### src/rtl/ram_pkg.sv
`default_nettype none
// +-----------------------------------------------------------------------+
// | Package    : ram_pkg                                                    |
// | Purpose    : Shared widths, word/address typedefs and clear-sweep state |
// |              encoding for the 256x8 single-port RAM.                    |
// | Revision   : 1.0  initial release                                       |
// +-----------------------------------------------------------------------+
package ram_pkg;

  localparam int ADDR_W = 8;
  localparam int DATA_W = 8;
  localparam int DEPTH  = 1 << ADDR_W;

  typedef logic [ADDR_W-1:0] addr_t;
  typedef logic [DATA_W-1:0] data_t;

  // Memory-clear sweep sequencer states
  typedef enum logic {
    CLR_IDLE = 1'b0,
    CLR_RUN  = 1'b1
  } clr_state_t;

endpackage : ram_pkg
`default_nettype wire

### src/rtl/ram_clear_seq.sv
`default_nettype none
// +-----------------------------------------------------------------------+
// | Module     : ram_clear_seq                                              |
// | Purpose    : After reset, walks every address 0..2**ADDR_W-1 once,      |
// |              one word per cycle, requesting a write of zero to each.    |
// | Ports      : clk      in  clock, rising edge                            |
// |              rst      in  synchronous reset, active low                 |
// |              clr_we   out write request for the sweep                   |
// |              clr_addr out address being cleared                         |
// |              busy     out high while the sweep is running               |
// | Revision   : 1.0  initial release                                       |
// +-----------------------------------------------------------------------+
module ram_clear_seq
  import ram_pkg::*;
#(
  parameter int ADDR_W_P = ADDR_W
) (
  input  logic                clk,
  input  logic                rst,
  output logic                clr_we,
  output logic [ADDR_W_P-1:0] clr_addr,
  output logic                busy
);

  clr_state_t          r_state, w_state_next;
  logic [ADDR_W_P-1:0] r_cnt,   w_cnt_next;
  // Set by reset so that the first edge with rst=1 launches the sweep;
  // cleared once launched so a finished sweep does not repeat.
  logic                r_armed, w_armed_next;

  always_ff @(posedge clk) begin
    if (!rst) begin
      r_state <= CLR_IDLE;
      r_cnt   <= '0;
      r_armed <= 1'b1;
    end else begin
      r_state <= w_state_next;
      r_cnt   <= w_cnt_next;
      r_armed <= w_armed_next;
    end
  end

  always_comb begin
    w_state_next = r_state;
    w_cnt_next   = r_cnt;
    w_armed_next = r_armed;
    case (r_state)
      CLR_IDLE: begin
        if (r_armed) begin
          w_state_next = CLR_RUN;
          w_cnt_next   = '0;
          w_armed_next = 1'b0;
        end
      end
      CLR_RUN: begin
        w_cnt_next = r_cnt + 1'b1;
        // Last word is written on the edge that leaves CLR_RUN
        if (r_cnt == '1) begin
          w_state_next = CLR_IDLE;
        end
      end
      default: w_state_next = CLR_IDLE;
    endcase
  end

  assign clr_we   = (r_state == CLR_RUN);
  assign clr_addr = r_cnt;
  assign busy     = (r_state == CLR_RUN);

endmodule : ram_clear_seq
`default_nettype wire

### src/rtl/ram_256x8.sv
`default_nettype none
// +-----------------------------------------------------------------------+
// | Module     : ram_256x8                                                  |
// | Purpose    : Single-port synchronous RAM, 256 x 8, registered read.     |
// |              One access per cycle: write when we=1, else read.          |
// | Ports      : clk      in  clock, rising edge                            |
// |              rst      in  synchronous reset, active low                 |
// |              we       in  write enable (1 write, 0 read)                |
// |              addr     in  word address                                  |
// |              data_in  in  write data                                    |
// |              data_out out registered read data                          |
// |              busy     out clear sweep in progress                       |
// | Config     : RAM_CLEAR_EN - when defined, every reset is followed by a  |
// |              sweep writing zero to all words; otherwise busy is 0.      |
// | Revision   : 1.0  initial release                                       |
// +-----------------------------------------------------------------------+
module ram_256x8
  import ram_pkg::*;
#(
  parameter int ADDR_W_P = ADDR_W,
  parameter int DATA_W_P = DATA_W
) (
  input  logic                clk,
  input  logic                rst,
  input  logic                we,
  input  logic [ADDR_W_P-1:0] addr,
  input  logic [DATA_W_P-1:0] data_in,
  output logic [DATA_W_P-1:0] data_out,
  output logic                busy
);

  localparam int DEPTH_P = 1 << ADDR_W_P;

  reg [DATA_W_P-1:0] mem [0:DEPTH_P-1];

  logic                w_we;
  logic [ADDR_W_P-1:0] w_addr;
  logic [DATA_W_P-1:0] w_wdata;
  logic                w_busy;

`ifdef RAM_CLEAR_EN
  logic                w_clr_we;
  logic [ADDR_W_P-1:0] w_clr_addr;

  ram_clear_seq #(
    .ADDR_W_P (ADDR_W_P)
  ) u_clear_seq (
    .clk      (clk),
    .rst      (rst),
    .clr_we   (w_clr_we),
    .clr_addr (w_clr_addr),
    .busy     (w_busy)
  );

  // The sweep owns the array while running; the user port is ignored.
  assign w_we    = w_busy ? w_clr_we   : we;
  assign w_addr  = w_busy ? w_clr_addr : addr;
  assign w_wdata = w_busy ? '0         : data_in;
`else
  assign w_busy  = 1'b0;
  assign w_we    = we;
  assign w_addr  = addr;
  assign w_wdata = data_in;
`endif

  // Array has no reset; a write coinciding with reset is dropped.
  always_ff @(posedge clk) begin
    if (rst && w_we) begin
      mem[w_addr] <= w_wdata;
    end
  end

  // Read port: data_out holds across writes (no write-through) and is
  // forced to zero while the clear sweep runs.
  always_ff @(posedge clk) begin
    if (!rst) begin
      data_out <= '0;
    end else if (w_busy) begin
      data_out <= '0;
    end else if (!we) begin
      data_out <= mem[addr];
    end
  end

  assign busy = w_busy;

endmodule : ram_256x8
`default_nettype wire

### config.mk
export PLATFORM = sky130hd
export DESIGN_NAME = ram_256x8
export DESIGN_NICKNAME = d
export VERILOG_FILES = /design/src/rtl/ram_pkg.sv /design/src/rtl/ram_clear_seq.sv /design/src/rtl/ram_256x8.sv
export SDC_FILE = /design/constraint.sdc
export NUM_CORES = 2
export LEC_CHECK = 0
export CORE_MARGIN = 2
export CORE_UTILIZATION = 40
export DETAILED_ROUTE_END_ITERATION = 8
export GPL_TIMING_DRIVEN = 0
export PLACE_DENSITY = 0.56
export SETUP_SLACK_MARGIN = 0.15
export SLEW_MARGIN = 0
export SYNTH_ARGS = -nofsm -noshare
export SYNTH_HDL_FRONTEND = slang
export SYNTH_SLANG_ARGS = --single-unit
### constraint.sdc
create_clock -name clk -period 3.1 [get_ports clk]
set_input_delay 0.62 -clock clk [delete_from_list [all_inputs] [get_ports clk]]
set_output_delay 0.62 -clock clk [all_outputs]
set_load 0.05 [all_outputs]
### After elaboration in Yosys (flattened, before gate mapping)

Memory sizes are Yosys's and may differ from the RTL's. A register that Yosys moved wholly into a read port is not among the register bits.
Cells that the tools add are included.

| word-level totals | value |
|---|---|
| flip-flop bits (word level) | 0 |
| bits in writable memories | 2048 |
| ROM bits | 0 |
| latch bits | 0 |
| input port bits | 19 |
| memories | 1 |
| output and inout bits | 9 |

| operators by class | value |
|---|---|
| $add $sub $neg | 0 |
| multiplexer cells | 2 |
| bitwise operators | 0 |
| order comparisons | 0 |
| $mul | 0 |
| shifts and indexed selects | 0 |
| reduce and logical (&&, ||, !) cells | 3 |
| divide/modulo/power cells | 0 |
| eq/ne operators | 0 |

Memories:

| name | words | width | read ports | clocked after memory_dff | write ports | RTL line | text |
|---|---|---|---|---|---|---|---|
| mem | 256 | 8 | 1 | 1 | 1 | ram_256x8.sv:34 | `reg [DATA_W_P-1:0] mem [0:DEPTH_P-1];` |

Operators with widths:

| kind | count |
|---|---|
| zero test 1 bit | 2 |
| 2-to-1 mux 1 bit | 2 |
| logical AND 1 bit | 1 |

### Depth between registers and ports, before layout

| logic depth | value |
|---|---|
| depth in word-level cells | 3 |
| depth in mapped cells | 12 |
| mapped depth without buffers | 7 |

### Worst setup path after synthesis

Ideal clock, no wire load.

| timing | value |
|---|---|
| path kind | input to register |
| start point | input port addr[3] |
| end point | memory mem[156][0] (netlist bit) (enable) |
| arrival time | 2872 ps |
| stages on the path | 8 |
| required time | 2705 ps |
| setup slack | -167 ps |
| path through | buf_2 buf_4 buf_2 clkbuf_1 buf_2 nand2_1 clkbuf_1 nor4_1 |

RTL lines:

| what | RTL line | text |
|---|---|---|
| from (decl) | ram_256x8.sv:26 | `input logic [ADDR_W_P-1:0] addr,` |
| to (decl) | ram_256x8.sv:34 |  |

Straight into the memory's write port.

==> metrics.txt <==
I/O Buffers=23; # DRC=0; WL final=293 mm; Post-Synth Simple-Gate Area=2.70%; initial antenna violation count=22; area leader, netlist=edfxtp_1; die area=0.203 mm²; worst skew pair latency=0.87 ns; failing checks=negative setup slack; PD cells=617 mW/mm²; ys async rst share=0%; number of global-route vias before repair=41700; kind of critical path=input pin to flop; total track usage=28.6%; CP required=3.85 ns; Relative slew margins=16.9%; Final Hold Fails=0; Compound-Gate Fraction of Synth Area=2.16%; CTS tree=done; area delta synth->final=19.3%; top sig layer=met5; DR iter-0 viols=7305; Rows=164; clock root cell=clkbuf_16; largest fanout on the critical path=10; Period minus WS final=3.15 ns; global placement routability congestion=1.00; Syn. warnings=0; Starting Density=40.1%; Vias=43600; worst-margin pin slew=1.25 ns; fin crit share=102%; Worst setup EP type=flop; largest net degree at the start of global routing=165; final setup fails=9; Max IR drop VDD=522 µV; hold_ws=0.207 ns; sequential fraction of the synthesis area=77.1%; wl on met1=108 mm; mux share of post-synthesis cell area=16.4%; skew final=0.0443 ns; Slew Limit Fails=0; antenna viol nets, final=0; RSZ-0062 raised after global routing=true; fin util=47.9%; syn avg cell area=21.5 µm²; DP Cell Count=6410; Core ar.=0.199 mm²; boundary pin count=28; Syn Nets=3733; setup TNS=-0.367 ns; top cell type's share of synthesized area=76.9%; CP Launch Type=input pin; Yosys cell types=55; met2 WL=131 mm; HP Class=input pin to flop; Clock Tree Buf Depth=3; Die X=451 µm; crit path DAT=3.90 ns; Worst-path clk slew=0.06 ns; cell leakage power=29.2 nW; Max Cap Violations=0; Post-Synthesis Cells=3714; layout cells sized above 1=35.1%; clk sinks=2056; prevailing post-synth register cell=edfxtp_1; overall overflow remaining after global route=0; met3 WL post-DR=34.3 mm; cts bufs inserted=210; Post-DP HPWL=189 mm; synth top area cells=edfxtp_1 77%, mux4_2 14%, mux2i_1 1.5%; Synth Area in Adders=0%; Mapped Area=0.0800 mm²; WL/cell=42.5 µm; die height=451 µm; FMAX=318 MHz; Clock H-tree levels=4; #FFs+latches synth=2056; Power Total=0.0589 W; non-filler cells, final=6892; outcome=finished with violations; Post-Synth XOR/XNOR Area=0%; combinational family with the most area after synthesis=multiplexers; DRT Pass-1 Iters=6; Post-synth EDFFs=2048; Final nets=4082; vias per inst=6.33; first-pass GRT wire length=385 mm; # hold bufs at CTS=0; final worst slack=-0.0492 ns
[registers in the layout, indices dropped and copies added (netlist names)]
register and flops:
data_out 8, mem 2048
[layout make-up]
type | count | area, µm²
antenna | 5 | 12.5
buffer | 224 | 2430
multi-input combinational | 1422 | 19200
inverter | 9 | 35.0
sequential | 2056 | 61700
clock buffer | 263 | 5520
fill | 16200 | 104000
timing repair buffer | 140 | 2240
clock inverter | 117 | 928
tap | 2656 | 3320
[critical path, stage by stage]
cell,delay (ns)
buf_6,0.17
buf_16,0.19
buf_6,0.23
buf_4,0.52
mux4_2,0.57
mux2i_1,0.53
a21oi_1,0.15
a21oi_1,0.56
a22o_1,0.25
o22ai_1,0.08
[layout by cell type, fill, tap and decap left out, types with 16 or more instances in the layout]
master and n:
edfxtp_1 2048, mux4_2 505, nor2_4 218, clkbuf_16 217, mux2i_1 110, buf_12 95
buf_4 75, nand2_1 72, clkinv_1 64, clkbuf_1 62, o22ai_1 57, mux2_2 45
buf_6 38, buf_8 36, clkbuf_2 34, a22oi_1 33, nor2_1 31, o21ai_0 31
a21oi_1 30, clkinv_2 29, nor2_2 23, clkbuf_4 21, nand3_1 21, buf_16 16
nand4_1 16, a211oi_1 16
[final timing paths]
check / start / end / slack, ns / depth (start not counted)
hold reg to reg: data_out[1] / data_out[1] / 0.67 / 2
hold / removal: rst / data_out[5] / 0.21 / 2
setup reg to reg: mem[141][1] / data_out[1] / 0.33 / 7
setup / recovery: addr[0] / data_out[2] / -0.05 / 10
[where the power goes]
| group | switching (W) | total, W | internal (W) |
|---|---|---|---|
| logic | 0.00281 | 0.00401 | 0.00120 |
| registers | 0.0000331 | 0.0306 | 0.0306 |
| clock network | 0.0109 | 0.0242 | 0.0133 |
| total | 0.0137 | 0.0589 | 0.0451 |
[cell usage after synthesis, drive strengths merged (8+ instances only)]
| cell type | instances |
|---|---|
| edfxtp | 2048 |
| mux4 | 505 |
| nor2 | 272 |
| buf | 142 |
| mux2i | 120 |
| nand2 | 87 |
| clkbuf | 85 |
| o22ai | 58 |
| mux2 | 45 |
| o21ai | 36 |
| nand3 | 35 |
| a22oi | 33 |
| a21oi | 30 |
| nor3 | 29 |
| a211oi | 19 |
| nand4 | 16 |
| nor2b | 16 |
| a22o | 12 |
| and2 | 12 |
| a32oi | 11 |
| nand2b | 11 |
| a221oi | 9 |
| a311oi | 8 |
| dfxtp | 8 |
[metrics by stage]
step,instance area [µm²],setup slack [ns]
6_report,95400,-0.0492
3_3_place_gp,83700,-6.59
3_5_place_dp,84200,-3.72
4_1_cts,94500,-0.0778
2_1_floorplan,80100,0.0387
5_1_grt,95300,0.0556
[what timing repair did]
action	in CTS	in global routing
endpoints found under the hold margin	0	0
pin swaps	81	25
endpoints found under the setup margin	2056	1502
setup buffers	69	31
gates resized for setup	743	115
[per-layer routing]
layer | global-route usage, % | vias to the layer above
li1 | - | 16300
met1 | 37.4 | 23500
met2 | 42.5 | 3076
met3 | 8.77 | 722
met4 | 16.3 | 12
met5 | 0.213 | -
[logic make-up (layout without fill, tap and decap cells)]
group	after synthesis	after routing
mux	670	670
other cells	1	6
buf+inv	236	753
simple gates	500	500
flops	2056	2056
compound gates	251	251
(Power assumes the default switching activity.)
